**src/rtl/speed_pi_ctrl.sv**
```systemverilog
// Speed PI regulator: one shift-gain PI update per speedmeter window,
// committed duty driven out as a period-aligned PWM.
module speed_pi_ctrl #(
  parameter int unsigned SPEED_W  = 8,
  parameter int unsigned DUTY_W   = 8,
  parameter int unsigned KP_SHIFT = 2,
  parameter int unsigned KI_SHIFT = 4,
  parameter int unsigned INT_W    = 16
) (
  input  logic               clk,
  input  logic               reset,
  input  logic               pe,
  input  logic [SPEED_W-1:0] S,
  input  logic [SPEED_W-1:0] setpoint,
  input  logic               enable,
  output logic [DUTY_W-1:0]  duty,
  output logic               pwm,
  output logic               sat,
  output logic               busy
);

  localparam int unsigned U_W = INT_W + SPEED_W + KP_SHIFT + 2;

  localparam logic [1:0] IDLE   = 2'd0;
  localparam logic [1:0] CALC   = 2'd1;
  localparam logic [1:0] UPDATE = 2'd2;

  logic [1:0]               state;
  logic                     pe_d, fall, sat_hi;
  logic [SPEED_W-1:0]       s_lat, sp_lat;
  logic signed [SPEED_W:0]  err, err_c;
  logic signed [INT_W-1:0]  integ, integ_n, integ_c, int_sh;
  logic signed [INT_W:0]    isum;
  logic signed [U_W-1:0]    err_ext, int_ext, u;
  logic                     err_pos, err_neg, hold;
  logic [DUTY_W-1:0]        duty_c, pwm_cnt, duty_act;
  logic                     sat_c, sat_hi_c;

  assign fall  = pe_d & ~pe;
  assign err_c = $signed({1'b0, sp_lat}) - $signed({1'b0, s_lat});

  // Anti-windup: freeze the integrator while the error pushes further into the clamp.
  assign err_neg = err_c[SPEED_W];
  assign err_pos = ~err_c[SPEED_W] & (|err_c);
  assign hold    = sat & ((sat_hi & err_pos) | (~sat_hi & err_neg));
  assign isum    = {integ[INT_W-1], integ} + {{(INT_W-SPEED_W){err_c[SPEED_W]}}, err_c};

  always_comb begin
    integ_c = integ;
    if (!hold) begin
      if (isum[INT_W] != isum[INT_W-1]) begin
        integ_c = isum[INT_W] ? {1'b1, {(INT_W-1){1'b0}}} : {1'b0, {(INT_W-1){1'b1}}};
      end else begin
        integ_c = isum[INT_W-1:0];
      end
    end
  end

  assign int_sh  = integ_n >>> KI_SHIFT;
  assign err_ext = {{(U_W-SPEED_W-1){err[SPEED_W]}}, err};
  assign int_ext = {{(U_W-INT_W){int_sh[INT_W-1]}}, int_sh};
  assign u       = (err_ext <<< KP_SHIFT) + int_ext;

  always_comb begin
    duty_c   = u[DUTY_W-1:0];
    sat_c    = 1'b0;
    sat_hi_c = 1'b0;
    if (u[U_W-1]) begin
      duty_c = '0;
      sat_c  = 1'b1;
    end else if (|u[U_W-2:DUTY_W]) begin
      duty_c   = '1;
      sat_c    = 1'b1;
      sat_hi_c = 1'b1;
    end
  end

  always_ff @(posedge clk or negedge reset) begin
    if (!reset) begin
      state   <= IDLE;
      pe_d    <= 1'b0;
      s_lat   <= '0;
      sp_lat  <= '0;
      err     <= '0;
      integ   <= '0;
      integ_n <= '0;
      duty    <= '0;
      sat     <= 1'b0;
      sat_hi  <= 1'b0;
      busy    <= 1'b0;
    end else begin
      pe_d <= pe;
      if (!enable) begin
        state  <= IDLE;
        integ  <= '0;
        duty   <= '0;
        sat    <= 1'b0;
        sat_hi <= 1'b0;
        busy   <= 1'b0;
      end else begin
        case (state)
          IDLE: begin
            if (fall) begin
              s_lat  <= S;
              sp_lat <= setpoint;
              busy   <= 1'b1;
              state  <= CALC;
            end
          end
          CALC: begin
            err     <= err_c;
            integ_n <= integ_c;
            state   <= UPDATE;
          end
          UPDATE: begin
            duty   <= duty_c;
            sat    <= sat_c;
            sat_hi <= sat_hi_c;
            integ  <= integ_n;
            busy   <= 1'b0;
            state  <= IDLE;
          end
          default: state <= IDLE;
        endcase
      end
    end
  end

  // duty_act only follows duty at the period boundary so a period is never split.
  always_ff @(posedge clk or negedge reset) begin
    if (!reset) begin
      pwm_cnt  <= '0;
      duty_act <= '0;
      pwm      <= 1'b0;
    end else begin
      pwm_cnt <= pwm_cnt + DUTY_W'(1);
      if (!enable) begin
        duty_act <= '0;
      end else if (&pwm_cnt) begin
        duty_act <= duty;
      end
      pwm <= enable & (pwm_cnt < duty_act);
    end
  end

endmodule

```
**config.mk**
```make
export PLATFORM = sky130hd
export DESIGN_NAME = speed_pi_ctrl
export DESIGN_NICKNAME = d
export VERILOG_FILES = /design/src/rtl/speed_pi_ctrl.sv
export SDC_FILE = /design/constraint.sdc
export NUM_CORES = 1
export LEC_CHECK = 0
export BUFFER_PORTS_ARGS = -buffer_cell sky130_fd_sc_hd__buf_2
export CORE_AREA = 4 4 104 106
export DETAILED_ROUTE_END_ITERATION = 12
export DIE_AREA = 0 0 108 110
export GPL_ROUTABILITY_DRIVEN = 0
export PLACE_DENSITY = 0.81
export SYNTH_ARGS = -nofsm -noshare
export SYNTH_HDL_FRONTEND = slang
export SYNTH_SLANG_ARGS = --single-unit
```
**constraint.sdc**
```tcl
create_clock -name clk -period 3.58 [get_ports clk]
set_input_delay 0.179 -clock clk [delete_from_list [all_inputs] [get_ports clk]]
set_output_delay 0.179 -clock clk [all_outputs]
set_load 0.1 [all_outputs]
```
==> results.json <==
{
  "yosysTopAreaCell": "dfrtp_1",
  "pre_cts_slack_ps": -222.9,
  "grt_setup_unrepaired": "true",
  "r2r_end": "integ_n[3]",
  "cts-root-buf": "clkbuf_8",
  "synth_cell_types": 57,
  "drt-vias-per-instance": 5.879,
  "peakVddDrop_v": 0.0006744,
  "fin_skew_ps": 13.96,
  "synthCells": 615,
  "setup.worst_path.end_class": "flop",
  "use_met2": 0.4321,
  "r2r.worst_path.cells": 20,
  "ant_nets": 0,
  "post-synth-top-count-cell": "nand2_1",
  "wirelength_mm": 15.18,
  "multiInputGateArea_um2": 3308,
  "grt_max_degree": 89,
  "drtPass1Iterations": 6,
  "hp-class": "input port to asynchronous set/reset pin",
  "top_usage_layer": "met2",
  "total_power_mw": 7.208,
  "synth_top_area_share": 0.4071,
  "grt_pass1_vias": 4868,
  "power_density_nw_per_um2": 1061,
  "detailed_place.area_um2": 5901,
  "cp_max_fo": 7,
  "ys_warn_count": 0,
  "synth_fp_nets": 682,
  "clkLatencyLatePin_ps": 380,
  "cp-startpoint": "s_lat[0]",
  "drv_cap": 0,
  "setup_tns_ps": -4443,
  "initialDrtViolationCount": 467,
  "use_met1": 0.3064,
  "synth_commonest_cells": "nand2_1 (131), dfrtp_1 (88), o21ai_0 (61), ha_1 (44), inv_1 (40)",
  "synth-seq-cells": 88,
  "coreArea_um2": 9774,
  "fmax_mhz": 254.9,
  "htreeDepth": 3,
  "place.port_buffers": 30,
  "syn-cell-area_um2": 5409,
  "fin_crit_ps": 3923,
  "relSlewSlack": 0.2677,
  "cts_sinks": 88,
  "crit_path_max_incr_delay_ps": 430,
  "n_antenna_cell": 0,
  "die_w_um": 108,
  "synth_area_per_cell_um2": 8.795,
  "cts-buffers-inserted": 9,
  "die_h_um": 110,
  "nFillCells": 697,
  "async_reset_ff_frac": 1.000,
  "drive_gt1_frac": 0.2394,
  "final_cell_area_um2": 6793,
  "hold_violations": 6,
  "status": "finished, violations left",
  "overflow": 0,
  "row_count": 36,
  "cp_top_family": "compound AO/OA/AOI/OAI gates",
  "ios": 31,
  "violations": "hold timing, setup timing",
  "r2r_start": "s_lat[0]",
  "num_vias": 4956,
  "nNetsFinal": 772,
  "drv_slew": 0,
  "worst_slack_ps": -343.0,
  "track_usage": 0.2495,
  "antenna_found_initial": 0,
  "syn_to_final_growth_pct": 25.58,
  "startpoint_type": "flop",
  "cts_tree": "built",
  "grt_pass1_wl_mm": 23.56,
  "crit_buf_inv": 5,
  "drc": 0,
  "wl_per_cell_um": 18.01,
  "dp_hpwl_mm": 8.807,
  "synth.area.top_cells": "dfrtp_1 (41%), ha_1 (10%), nand2_1 (9.1%)",
  "regArea_um2": 2202,
  "synth_edf_count": 0,
  "crit_required_ps": 3890,
  "rrSetupSlack_ps": -340,
  "dp.cells": 791,
  "initial_core_util": 0.5534,
  "stdcell_count": 843,
  "setup_viol": 15,
  "synth_top_flop_cell": "dfrtp_1",
  "use_met3": 0.05067,
  "cpMaxStageDelayCell": "dfrtp_1",
  "leakage_nw": 3.183,
  "crit_chain": "ha_4 -> inv_2 -> fa_2 -> a21oi_4 -> o22ai_4 -> nor4_2 -> nor3_2 -> inv_2 -> buf_12 -> ha_4 -> nand4_1 -> o221ai_2 -> a21oi_2 -> o311a_1 -> nor2_1 -> a22oi_2 -> buf_4 -> clkbuf_16 -> and3_4 -> o21ai_2",
  "tightest_slew_ps": 1098,
  "clockBufferDepth": 2,
  "synth.yosys.seq_area_share": 0.4071,
  "whs_ps": -14.79,
  "clk_pin_slew_worst_paths_ps": 110,
  "timing.final.crit_share": 1.096,
  "dieArea_um2": 11880,
  "critPathKind": "flop to flop",
  "arrival_ps": 4240
}
[routing by layer]
layer / wire length [µm] / share of wire
met5: 0 / 0
met4: 651 / 0.043
met3: 945 / 0.062
met2: 7618 / 0.50
met1: 5969 / 0.39
[final cells by class]
cell class              instances  share of cell area
inverters                      40             0.02210
clock inverters                 7             0.01105
flip-flops and latches         88              0.3242
clock buffers                   9             0.01824
multi-input cells             467              0.4870
repair buffers                 99              0.1129
well taps                     133             0.02450
[worst max-delay path by stage]
stage,slack (ps),cells past startpoint,end
detailed placement,-220,17,integ_n[14]
floorplan,0.4,19,integ_n[7]
global placement,-20,18,integ_n[0]
CTS,-40,20,integ_n[8]
finish,-340,20,integ_n[3]
global route,-510,20,integ_n[12]
[worst register-to-register path, cell delays in order, from the launching register on]
cell	delay [ps]
dfrtp_1	430
ha_4	170
inv_2	60
fa_2	230
a21oi_4	80
o22ai_4	160
nor4_2	60
nor3_2	320
inv_2	120
buf_12	150
ha_4	300
nand4_1	280
o221ai_2	290
a21oi_2	70
o311a_1	340
nor2_1	130
a22oi_2	100
buf_4	150
clkbuf_16	160
and3_4	170
o21ai_2	110
[logic make-up after synthesis]
| group | synth area share |
|---|---|
| flops | 0.4071 |
| xor+xnor | 0.04534 |
| compound gates | 0.1908 |
| buf+inv | 0.04672 |
| fa+ha+maj | 0.1129 |
| simple gates | 0.1777 |
| mux | 0.01943 |
[layout by cell type, fill, tap and decap left out, types with 5 or more instances in the layout]
| cell | n |
|---|---|
| o21a_1 | 5 |
| and3_1 | 7 |
| nor2_1 | 23 |
| a31oi_1 | 5 |
| xnor2_1 | 17 |
| dfrtp_1 | 88 |
| dlygate4sd3_1 | 14 |
| nor3_1 | 7 |
| buf_4 | 48 |
| a21oi_2 | 9 |
| buf_6 | 5 |
| a21o_1 | 12 |
| xor2_1 | 11 |
| nor2b_1 | 11 |
| nand2_2 | 5 |
| nand2_1 | 126 |
| buf_2 | 29 |
| inv_1 | 36 |
| a21oi_1 | 14 |
| mux2i_1 | 9 |
| ha_4 | 9 |
| nand3_1 | 12 |
| ha_1 | 34 |
| clkbuf_8 | 9 |
| o21ai_0 | 57 |
| o21ai_2 | 7 |
| o21ai_1 | 17 |
| and3_4 | 7 |
[power by group]
group | leakage [nW] | total (mW) | switching (mW) | internal [mW]
logic | 1.96 | 5.02 | 2.74 | 2.28
clock network | 0.0981 | 0.701 | 0.426 | 0.275
registers | 1.12 | 1.48 | 0.234 | 1.25
total | 3.18 | 7.21 | 3.40 | 3.81
[sequential cells by signal, summed over array words and instances (netlist names), 8 cells and up]
name and count:
integ 16, integ_n 16, err 9, duty 8
duty_act 8, pwm_cnt 8, s_lat 8, sp_lat 8
[timing repair]
action,4_1_cts,5_1_grt
gates cloned,2,0
pin swaps,13,41
endpoints found under the setup margin,15,15
hold buffers,12,2
buffers inserted,11,10
resized for setup,21,52
hold endpoints to repair,12,2
[stage by stage]
| step | util | hold WS [ps] |
|---|---|---|
| after floorplan | - | -116.6 |
| final | 0.6950 | -14.79 |
| after global routing | 0.6950 | 28.01 |
| after detailed placement | 0.6037 | 306.5 |
| after CTS | 0.6619 | 1.161 |
| after global placement | 0.6037 | 306.1 |
(Power assumes the default switching activity.)
